==> config.mk <==
export PLATFORM = sky130hd
export DESIGN_NAME = interrupt_request_unit
export DESIGN_NICKNAME = d
export VERILOG_FILES = /design/src/rtl/irq_pkg.sv /design/src/rtl/irq_priority_encoder.sv /design/src/rtl/interrupt_request_unit.sv
export SDC_FILE = /design/constraint.sdc
export NUM_CORES = 1
export LEC_CHECK = 0
export ABC_AREA = 1
export CELL_PAD_IN_SITES_DETAIL_PLACEMENT = 0
export CELL_PAD_IN_SITES_GLOBAL_PLACEMENT = 2
export CORE_MARGIN = 2
export CORE_UTILIZATION = 24
export DETAILED_ROUTE_END_ITERATION = 7
export GPL_TIMING_DRIVEN = 0
export HOLD_SLACK_MARGIN = 0.15
export PLACE_DENSITY_LB_ADDON = 0.1
export SETUP_SLACK_MARGIN = 0.5
export SLEW_MARGIN = 20
export SYNTH_ARGS = -nofsm -noshare
export SYNTH_HDL_FRONTEND = slang
export SYNTH_HIERARCHICAL = 1
export SYNTH_SLANG_ARGS = --single-unit
==> constraint.sdc <==
create_clock -name clk -period 1.5 [get_ports clk]
set_clock_uncertainty 0.2 [all_clocks]
set_input_delay 0.375 -clock clk [delete_from_list [all_inputs] [get_ports clk]]
set_output_delay 0.375 -clock clk [all_outputs]
set_load 0.02 [all_outputs]
==> src/rtl/irq_pkg.sv <==
// Shared definitions for the interrupt request unit: default sizes, FSM encoding
// and the board-level assignment of event sources to request lines.
package irq_pkg;

   localparam int NUM_SRC_DEF = 8;
   localparam int CAUSE_W_DEF = $clog2(NUM_SRC_DEF);

   // Source line assignments; lower index means higher priority.
   localparam int NOC_RX  = 0;
   localparam int NOC_TX  = 1;
   localparam int TIMER   = 2;
   localparam int DMA     = 3;
   localparam int UART    = 4;
   localparam int GPIO    = 5;
   localparam int SW_IRQ  = 6;
   localparam int WDOG    = 7;

   typedef enum logic [1:0] {
      ST_IDLE       = 2'd0,
      ST_REQUEST    = 2'd1,
      ST_IN_SERVICE = 2'd2
   } irq_state_e;

endpackage

==> src/rtl/irq_priority_encoder.sv <==
// Combinational lowest-index finder: reports the highest-priority set bit of req_i.
module irq_priority_encoder #(
   parameter int NUM_SRC = 8,
   parameter int CAUSE_W = 3
) (
   input  logic [NUM_SRC-1:0] req_i,
   output logic [CAUSE_W-1:0] idx_o,
   output logic               valid_o
);

   always_comb begin
      // NOTE: outputs get a default before the loop so no path leaves them unassigned (no latch).
      idx_o   = '0;
      valid_o = 1'b0;
      // Scan downwards so the last hit, the lowest index, is the one that sticks.
      for (int i = NUM_SRC - 1; i >= 0; i--) begin
         if (req_i[i]) begin
            idx_o   = CAUSE_W'(i);
            valid_o = 1'b1;
         end
      end
   end

endmodule

==> src/rtl/interrupt_request_unit.sv <==
// Latches rising edges of event sources, picks the highest-priority enabled one and
// runs the request/acknowledge/done handshake with the interrupt controller.
module interrupt_request_unit
   import irq_pkg::*;
#(
   parameter int NUM_SRC = NUM_SRC_DEF,
   parameter int CAUSE_W = CAUSE_W_DEF
) (
   input  logic               clk,
   input  logic               reset,
   input  logic [NUM_SRC-1:0] irq_src,
   input  logic [NUM_SRC-1:0] irq_mask,
   input  logic               irq_ack,
   input  logic               irq_done,
   output logic               interrupt_signal,
   output logic [CAUSE_W-1:0] irq_cause,
   output logic [NUM_SRC-1:0] irq_pending,
   output logic               irq_busy
);

   irq_state_e         state_q;
   logic [NUM_SRC-1:0] src_prev_q;
   logic [NUM_SRC-1:0] pending_q;
   logic [NUM_SRC-1:0] pending_d;
   logic               armed_q;
   logic               int_q;
   logic               busy_q;
   logic [CAUSE_W-1:0] cause_q;

   logic [NUM_SRC-1:0] rise;
   logic [NUM_SRC-1:0] clr;
   logic [NUM_SRC-1:0] eligible;
   logic [CAUSE_W-1:0] winner;
   logic               winner_vld;

   // armed_q stays low for the first clock after reset, so a line already high
   // when reset releases is taken as history rather than as a fresh edge.
   assign rise      = irq_src & ~src_prev_q & {NUM_SRC{armed_q}};
   assign clr       = (state_q == ST_REQUEST && irq_ack) ? (NUM_SRC'(1) << cause_q) : '0;
   assign pending_d = (pending_q & ~clr) | rise;
   assign eligible  = pending_q & irq_mask;

   irq_priority_encoder #(
      .NUM_SRC (NUM_SRC),
      .CAUSE_W (CAUSE_W)
   ) u_prio (
      .req_i   (eligible),
      .idx_o   (winner),
      .valid_o (winner_vld)
   );

   always_ff @(posedge clk or posedge reset) begin
      if (reset) begin
         src_prev_q <= '0;
         pending_q  <= '0;
         armed_q    <= 1'b0;
      end else begin
         // NOTE: sequential state uses non-blocking assignments so every register samples pre-edge values.
         src_prev_q <= irq_src;
         pending_q  <= pending_d;
         armed_q    <= 1'b1;
      end
   end

   always_ff @(posedge clk or posedge reset) begin
      if (reset) begin
         state_q <= ST_IDLE;
         int_q   <= 1'b0;
         busy_q  <= 1'b0;
         cause_q <= '0;
      end else begin
         case (state_q)
            ST_IDLE: begin
               if (winner_vld) begin
                  state_q <= ST_REQUEST;
                  int_q   <= 1'b1;
                  cause_q <= winner;
               end
            end
            ST_REQUEST: begin
               // Acknowledge beats withdrawal when both happen in one cycle.
               if (irq_ack) begin
                  state_q <= ST_IN_SERVICE;
                  int_q   <= 1'b0;
                  busy_q  <= 1'b1;
               end else if (!winner_vld) begin
                  state_q <= ST_IDLE;
                  int_q   <= 1'b0;
               end
            end
            ST_IN_SERVICE: begin
               if (irq_done) begin
                  state_q <= ST_IDLE;
                  busy_q  <= 1'b0;
               end
            end
            default: begin
               state_q <= ST_IDLE;
               int_q   <= 1'b0;
               busy_q  <= 1'b0;
            end
         endcase
      end
   end

   assign interrupt_signal = int_q;
   assign irq_cause        = cause_q;
   assign irq_pending      = pending_q;
   assign irq_busy         = busy_q;

endmodule

==> results.yml, run 1 <==
setup_path:
  cp-start-kind: "register"
  required_ps: 1450
  crit_path_max_fanout: 2
  end_kind: "register"
  arrival_ps: 1620
  path_class: "reg2reg"
sta:
  setup_viol: 6
  slew_violations: 0
  layout_setup_ws_ps: -164
  tns_ps: -546
  fin_crit_sh_pct: 111
  finalHoldViolCount: 0
  rsz0062_at_grt: "yes"
  finalCriticalPeriod_ps: 1660
  fmax_mhz: 601
route:
  route.met3.wl_um: 97
  drc_errors: 0
  via_per_inst: 4.27
  wl_met2_um: 1320
  routedWlPerCell_um: 12.1
  first_pass_iters: 4
  num_vias: 960
  ant_nets: 0
  wl_met1_um: 1260
  highest_layer: "met4"
  first_iter_violations: 17
  wirelength_um: 2720
die:
  die-area_um2: 5110
  die_w_um: 71.5
  start_util_pct: 24.9
  core_area_um2: 4380
  die_h_um: 71.5
  io_pins: 33
  rows: 24
global_route:
  grt_start_max_net_pins: 14
  overflow: 0
  grt_use_total_pct: 11.5
  antenna_found_initial: 0
  grt_pass1_vias: 984
  grt_pass1_wl_um: 4560
logic_synthesis:
  yosysMostFrequentCell: "nand2_1"
  synth_area_leaders: "dfrtp_1 (55%), nand2_1 (11%), inv_1 (7.2%)"
  synth_compound_area_share_pct: 7.56
  synth_seq_cells: 24
  synth-edff-count: 0
  yosys.area_share.simple_pct: 28.9
  ys_warn_count: 6
  synth_largest_area_cell: "dfrtp_1"
  synthXorXnorAreaFrac_pct: 0
  synth_area_um2: 1090
  ys_async_sr_fraction_pct: 100
  synth_fa_ha_area_share_pct: 0
  synth_top_family_by_area: "simple AND/OR/NAND/NOR gates"
  synth_cells: 125
  yosysUniqueCellTypes: 19
  avgSynthCellArea_um2: 8.74
  synth_nets: 145
  synth_seq_area_share_pct: 55.0
  synthTopCellsByCount: "nand2_1 (32), dfrtp_1 (24), inv_1 (21), nand3_1 (9), nand3b_1 (9)"
  synth.area.mux_share_pct: 0
  synthFlopType: "dfrtp_1"
  synth_top_cell_area_share_pct: 55.0
clock_tree:
  ctsRootBufferMaster: "clkbuf_8"
  clkTransAtPathRegs_ps: 80
  clkLatencyLatePin_ps: 260
  cts_made_buffers: 3
  clockBufferDepth: 2
  numClockSinks: 24
  tritoncts: "done"
  h-tree-depth: 1
layout:
  nets: 194
  final_util_pct: 39.1
  final_area_um2: 1720
  syn_to_final_growth_pct: 57.0
  antennaDiodeCount: 0
  fill_cells: 456
  stdcell_count: 225
  drive_above_1_share_pct: 35.8
placement:
  dp_slack_ps: -606
  gp_congestion: 0.760
  port_buffers: 32
  place_area_um2: 1500
  placedCellCount: 209
  dp_hpwl_um: 1970
flow_run:
  maxCapViolCount: 0
outcome:
  violations: "negative setup slack"
  status: "complete, but fails checks"
worst_hold_path:
  hp-class: "reg2reg"
pwr:
  p_per_area_nw_per_um2: 1840
  power.leakage_nw: 0.808
  peakVddDrop_mv: 0.556
-- final timing paths --
check | slack, ps | start | cells past startpoint | end
min in group asynchronous | 330 | reset | 2 | src_prev_q[3]
max reg2reg | -160 | irq_pending[7] | 11 | interrupt_signal
max in group asynchronous | 570 | reset | 2 | irq_busy
min reg2reg | 280 | src_prev_q[6] | 2 | irq_pending[6]
max | -160 | irq_pending[7] | 11 | interrupt_signal
min | 280 | src_prev_q[6] | 2 | irq_pending[6]
-- state kept, by name (all words and copies together), names as in the netlist --
register,cells
irq_cause,3
state_q,2
armed_q,1
irq_busy,1
src_prev_q,8
irq_pending,8
interrupt_signal,1
-- cell type report --
type	count	area (µm²)	area share, %
repair buffers	43	434	25.3
plain buffers	1	3.75	0.219
flip-flops and latches	24	614	35.8
inverters	23	97.6	5.69
multi-input cells	77	448	26.1
clock buffers	4	45.0	2.63
repair inverters	1	7.51	0.438
well taps	52	65.1	3.79
-- routing by layer --
metal | GRT usage (%) | up-vias
met4 | 3.14 | 0
met3 | 1.97 | 4
met2 | 18.8 | 15
li1 | - | 487
met5 | 0 | -
met1 | 15.6 | 454
-- kinds of logic (layout without fill, tap and decap cells) --
family,after synthesis,count (layout)
AO/OA/AOI/OAI,15,15
buffers and inverters,24,72
flip-flops,24,24
other,1,1
AND/OR/NAND/NOR,61,61
-- power breakdown --
group	switching (mW)	internal, mW
logic	0.879	0.798
registers	0.221	0.879
clock network	0.194	0.189
total	1.29	1.87
-- worst max-delay path: stages, from the launching register on --
cell and delay, ps:
dfrtp_2 410, nand2_1 60, inv_1 40, or2_1 230, nor3_2 170, nand2_2 120, inv_2 70, nor2_1 40
nand2_1 70, nand2_1 50, nand2_1 50, nand2_1 40
-- placed cells by master (no fill, tap or decap), types with 6 or more instances in the layout --
cell              n
nand2_1          31
inv_1            16
clkdlybuf4s50_1  15
buf_6            15
dfrtp_1          13
dfrtp_2          11
nand3b_1          9
buf_4             8
nand3_1           7
o21ai_2           6
-- timing repair --
action / 4_1_cts / 5_1_grt
pin swaps: 13 / 6
gates resized for setup: 93 / 8
endpoints found under the setup margin: 52 / 39
buffers inserted: 8 / 3
gates cloned: 1 / 0
hold buffers: 0 / 0
-- through the flow --
| step | hold WS [ps] | total power [mW] |
|---|---|---|
| floorplan | 52.5 | 1.84 |
| global placement | 265 | 2.42 |
| detailed placement | 266 | 2.42 |
| CTS | 282 | 3.11 |
| global route | 298 | 3.40 |
| finish | 282 | 3.16 |
(Power assumes the default switching activity.)
==> run 2, diff against run 1 <==
==> constraint.sdc (replaced) <==
create_clock -name clk -period 1.5 [get_ports clk]
set_clock_uncertainty 0.2 [all_clocks]
set_input_delay 0.3 -clock clk [delete_from_list [all_inputs] [get_ports clk]]
set_output_delay 0.3 -clock clk [all_outputs]
set_load 0.02 [all_outputs]
==> results.yml, run 2 (synthesis results as in run 1) <==
setup_path:
  r2r_cells: 9
  end_kind: "register"
  r2r-start: "irq_pending[6]"
  path_class: "reg2reg"
  reg2reg_to: "irq_cause[2]"
  cpMaxStageDelayCell: "dfrtp_2"
  cp-start-kind: "register"
  crit_path_max_fanout: 8
  cp_cell_sequence: "nand2_1 > inv_1 > or2_1 > nor3_2 > nand2_2 > buf_6 > nand3_4 > nor2_2 > a21oi_1"
  crit_buf_inv: 2
  arrival_ps: 1750
  rrSetupSlack_ps: -260
  required_ps: 1490
  max_stage_delay_ps: 410
  crit_family: "simple AND/OR/NAND/NOR gates"
sta:
  fmax_mhz: 570
  finalCriticalPeriod_ps: 1760
  tns_ps: -1220
  setup_viol: 6
  holdWs_ps: 232
  fin_crit_sh_pct: 117
  finalHoldViolCount: 0
  rsz0062_at_grt: "yes"
  slew_violations: 0
  layout_setup_ws_ps: -256
die:
  die-area_um2: 5110
  io_pins: 33
  start_util_pct: 24.9
  die_w_um: 71.5
  die_h_um: 71.5
  rows: 24
  core_area_um2: 4380
clock_tree:
  clkTransAtPathRegs_ps: 80
  cts_made_buffers: 3
  clockBufferDepth: 2
  clkLatencyLatePin_ps: 270
  ctsRootBufferMaster: "clkbuf_8"
  numClockSinks: 24
  tritoncts: "done"
  h-tree-depth: 1
  holdBufCountCts: 0
layout:
  drive_above_1_share_pct: 41.9
  final_area_um2: 1880
  antennaDiodeCount: 0
  layout_commonest_cell: "nand2_1"
  syn_to_final_growth_pct: 72.4
  layout_common_cells: "nand2_1 (31), buf_6 (20), dfrtp_1 (17), inv_1 (16), clkdlybuf4s50_1 (16)"
  final_util_pct: 43.0
  nets: 207
global_route:
  grt_pass1_vias: 999
  antenna_found_initial: 0
  grt_use_total_pct: 12.3
  overflow: 0
  grt_start_max_net_pins: 25
  grt_pass1_wl_um: 4800
placement:
  dp_hpwl_um: 1960
  place_area_um2: 1480
  dp_slack_ps: -551
  port_buffers: 32
  gp_congestion: 0.759
route:
  num_vias: 1025
  routedWlPerCell_um: 12.6
  first_iter_violations: 32
  first_pass_iters: 4
  wirelength_um: 2990
  ant_nets: 0
  drc_errors: 0
  via_per_inst: 4.31
pwr:
  power.leakage_nw: 0.882
  peakVddDrop_mv: 0.701
  p_per_area_nw_per_um2: 1920
outcome:
  violations: "negative setup slack"
  status: "complete, but fails checks"
flow_run:
  maxCapViolCount: 0
worst_hold_path:
  hp-class: "in2async"
==> run 2: cell types whose count changed in the layout (fill, tap and decap cells not counted), moves of 2 or more <==
cell     delta
dfrtp_1     +4
inv_8       +3
nand3_2     +3
buf_6       +5
dfrtp_2     -4
buf_4       +7
nand3_4     +2
nor2_2      +4
nor2_1      -3
nand3_1     -4
inv_4       -3
==> run 2: worst max path at each step <==
stage                   startpoint          endpoint  slack (ps)  depth (start not counted)
floorplan           irq_pending[7]  interrupt_signal        -150                         11
global placement       irq_mask[7]  interrupt_signal        -540                         12
detailed placement     irq_mask[7]  interrupt_signal        -550                         12
CTS                 irq_pending[7]      irq_cause[1]        -180                          9
global route        irq_pending[7]      irq_cause[1]        -360                          9
finish              irq_pending[6]      irq_cause[2]        -260                          9
==> run 2: report_power, final <==
part,switching [mW],total (mW),internal (mW),leakage (nW)
combinational,1.05,2.13,1.08,0.599
clock,0.206,0.396,0.190,0.0228
sequential,0.229,1.10,0.870,0.260
==> run 2: per-stage QoR <==
stage	instances	total power, mW
2_1_floorplan	125	1.82
3_5_place_dp	209	2.41
6_report	238	3.62
4_1_cts	230	3.33
5_1_grt	238	3.88
3_3_place_gp	209	2.41
==> run 2: layout make-up <==
cell class	instances	area [µm²]
plain buffers	1	3.75
clock buffers	4	45.0
fillers	422	2500
inverters	23	113
multi-input cells	78	495
flip-flops and latches	24	609
well taps	52	65.1
repair buffers	55	544
repair inverters	1	7.51
==> run 2: layer usage <==
metal	share of wire (%)	GRT usage, %
met5	0	0
met4	2.4	5.45
met3	4.0	2.11
met2	47	18.5
met1	46	17.3
==> run 2: repair_timing <==
item	4_1_cts	5_1_grt
gates cloned	1	1
setup buffers	16	7
pin swaps	14	12
endpoints found under the setup margin	52	52
gates resized for setup	100	22
==> run 3, diff against run 2 <==
- CORE_UTILIZATION: 24 -> 25
- SETUP_SLACK_MARGIN: 0.5 -> 0.1
- TNS_END_PERCENT: default -> 1
- clock period: 1.5 -> 2.2 ns (I/O delays scaled with it)
==> results.yml, run 3 (synthesis results as in run 1) <==
setup_path:
  crit_family: "buffers and inverters"
  path_class: "reg2out"
  required_ps: 1560
  r2r-start: "irq_pending[7]"
  arrival_ps: 1370
  end_kind: "primary output"
  crit_buf_inv: 1
  reg2reg_to: "interrupt_signal"
  crit_path_max_fanout: 6
  rrSetupSlack_ps: 450
  cpMaxStageDelayCell: "clkdlybuf4s50_1"
  cp_cell_sequence: "clkdlybuf4s50_1"
  max_stage_delay_ps: 650
  cp-start-kind: "register"
  r2r_cells: 11
flow_run:
  maxCapViolCount: 0
clock_tree:
  cts_resized: 0
  ctsRootBufferMaster: "clkbuf_8"
  numClockSinks: 24
  clkLatencyLatePin_ps: 260
  clkTransAtPathRegs_ps: 80
  holdBufCountCts: 0
  cts_made_buffers: 3
  tritoncts: "done"
  h-tree-depth: 1
  clockBufferDepth: 2
  post_cts_buffers: 0
worst_hold_path:
  hold_end: "interrupt_signal"
  min_path_cells: 2
  min_from: "interrupt_signal"
  hp-class: "reg2reg"
layout:
  final_util_pct: 35.7
  syn_to_final_growth_pct: 40.3
  final_area_um2: 1530
  antennaDiodeCount: 0
  fill_cells: 461
  layout_common_cells: "nand2_1 (32), clkdlybuf4s50_1 (32), dfrtp_1 (24), inv_1 (21)"
  nets: 182
  drive_above_1_share_pct: 6.83
  stdcell_count: 213
global_route:
  grt_use_total_pct: 11.0
  met1_usage_pct: 14.5
  grt_start_max_net_pins: 25
  grt_busiest_layer: "met2"
  grt_pass1_vias: 946
  overflow: 0
  antenna_found_initial: 0
  grt_pass1_wl_um: 4320
  grt_use_met3_pct: 1.88
  grtUsageMet2_pct: 18.0
die:
  rows: 24
  die_h_um: 70.1
  die_w_um: 70.1
  io_pins: 33
  start_util_pct: 25.4
  core_area_um2: 4290
  die-area_um2: 4910
pwr:
  combPwrFrac_pct: 46.0
  power_mw: 1.89
  peakVddDrop_mv: 0.354
  clock_power_share_pct: 15.7
  swShare_pct: 40.8
  p_per_area_nw_per_um2: 1240
  p_switching_mw: 0.773
  pwr-share-seq_pct: 38.3
  power.leakage_nw: 0.725
  p_int_mw: 1.12
route:
  num_vias: 915
  wirelength_um: 2540
  via_per_inst: 4.30
  first_iter_violations: 46
  ant_nets: 0
  drc_errors: 0
  routedWlPerCell_um: 11.9
  first_pass_iters: 4
sta:
  finalHoldViolCount: 0
  tns_ps: 0
  fmax_mhz: 496
  finalCriticalPeriod_ps: 2010
  slew_violations: 0
  fin_crit_sh_pct: 91.6
  rsz0062_at_grt: "no"
  slew_headroom_pct: 39.6
  tightestPinTransition_ps: 904
  setup_viol: 0
outcome:
  status: "complete, no violations"
placement:
  placedCellCount: 209
  dp_hpwl_um: 2020
  port_buffers: 32
  place_area_um2: 1480
  gp_congestion: 0.665
run 3: cell types whose count changed in the layout (fill, tap and decap cells not counted), moves of 3 or more:
cell	delta
buf_4	-15
buf_6	-20
o21ai_2	-6
inv_8	-3
nand3_2	-5
o21ai_1	+6
nor2_1	+4
nor2_2	-4
clkdlybuf4s50_1	+16
inv_1	+5
dfrtp_2	-7
dlygate4sd2_1	-3
nand3_1	+6
dfrtp_1	+7
run 3: through the flow:
step	hold slack [ps]	setup WS, ps
6_report	288	185
4_1_cts	293	177
3_3_place_gp	261	22.4
2_1_floorplan	255	531
5_1_grt	325	131
3_5_place_dp	271	12.6
run 3: cell type report:
type	count	area (µm²)	area share (%)
Inverter	23	86.3	5.63
Timing Repair Buffer	32	320	20.9
Tap cell	52	65.1	4.24
Clock buffer	4	55.1	3.59
Sequential cell	24	601	39.2
Multi-Input combinational cell	77	402	26.2
Buffer	1	3.75	0.245
run 3: power by group through the flow:
stage / clock network, mW / logic (mW) / registers (mW)
2_1_floorplan: 0 / 0.384 / 0.839
3_3_place_gp: 0 / 0.879 / 0.735
3_5_place_dp: 0 / 0.887 / 0.737
4_1_cts: 0.309 / 0.890 / 0.729
5_1_grt: 0.329 / 0.956 / 0.750
6_report: 0.298 / 0.871 / 0.726
run 3: worst max path at each step:
stage,from,to,cells after the start
after global placement,irq_mask[7],interrupt_signal,12
after floorplan,irq_pending[7],interrupt_signal,11
after detailed placement,irq_mask[7],interrupt_signal,12
after global routing,irq_cause[1],irq_cause[1],1
after CTS,irq_cause[0],irq_cause[0],1
final,irq_cause[0],irq_cause[0],1
run 3: metal layers:
layer  up-vias  wire [µm]  part of all wire (%)
li1        463          -                     -
met1       428       1220                    48
met2        19       1200                    47
met3         5         78                   3.1
met4         0         42                   1.7
met5         -          0                     0
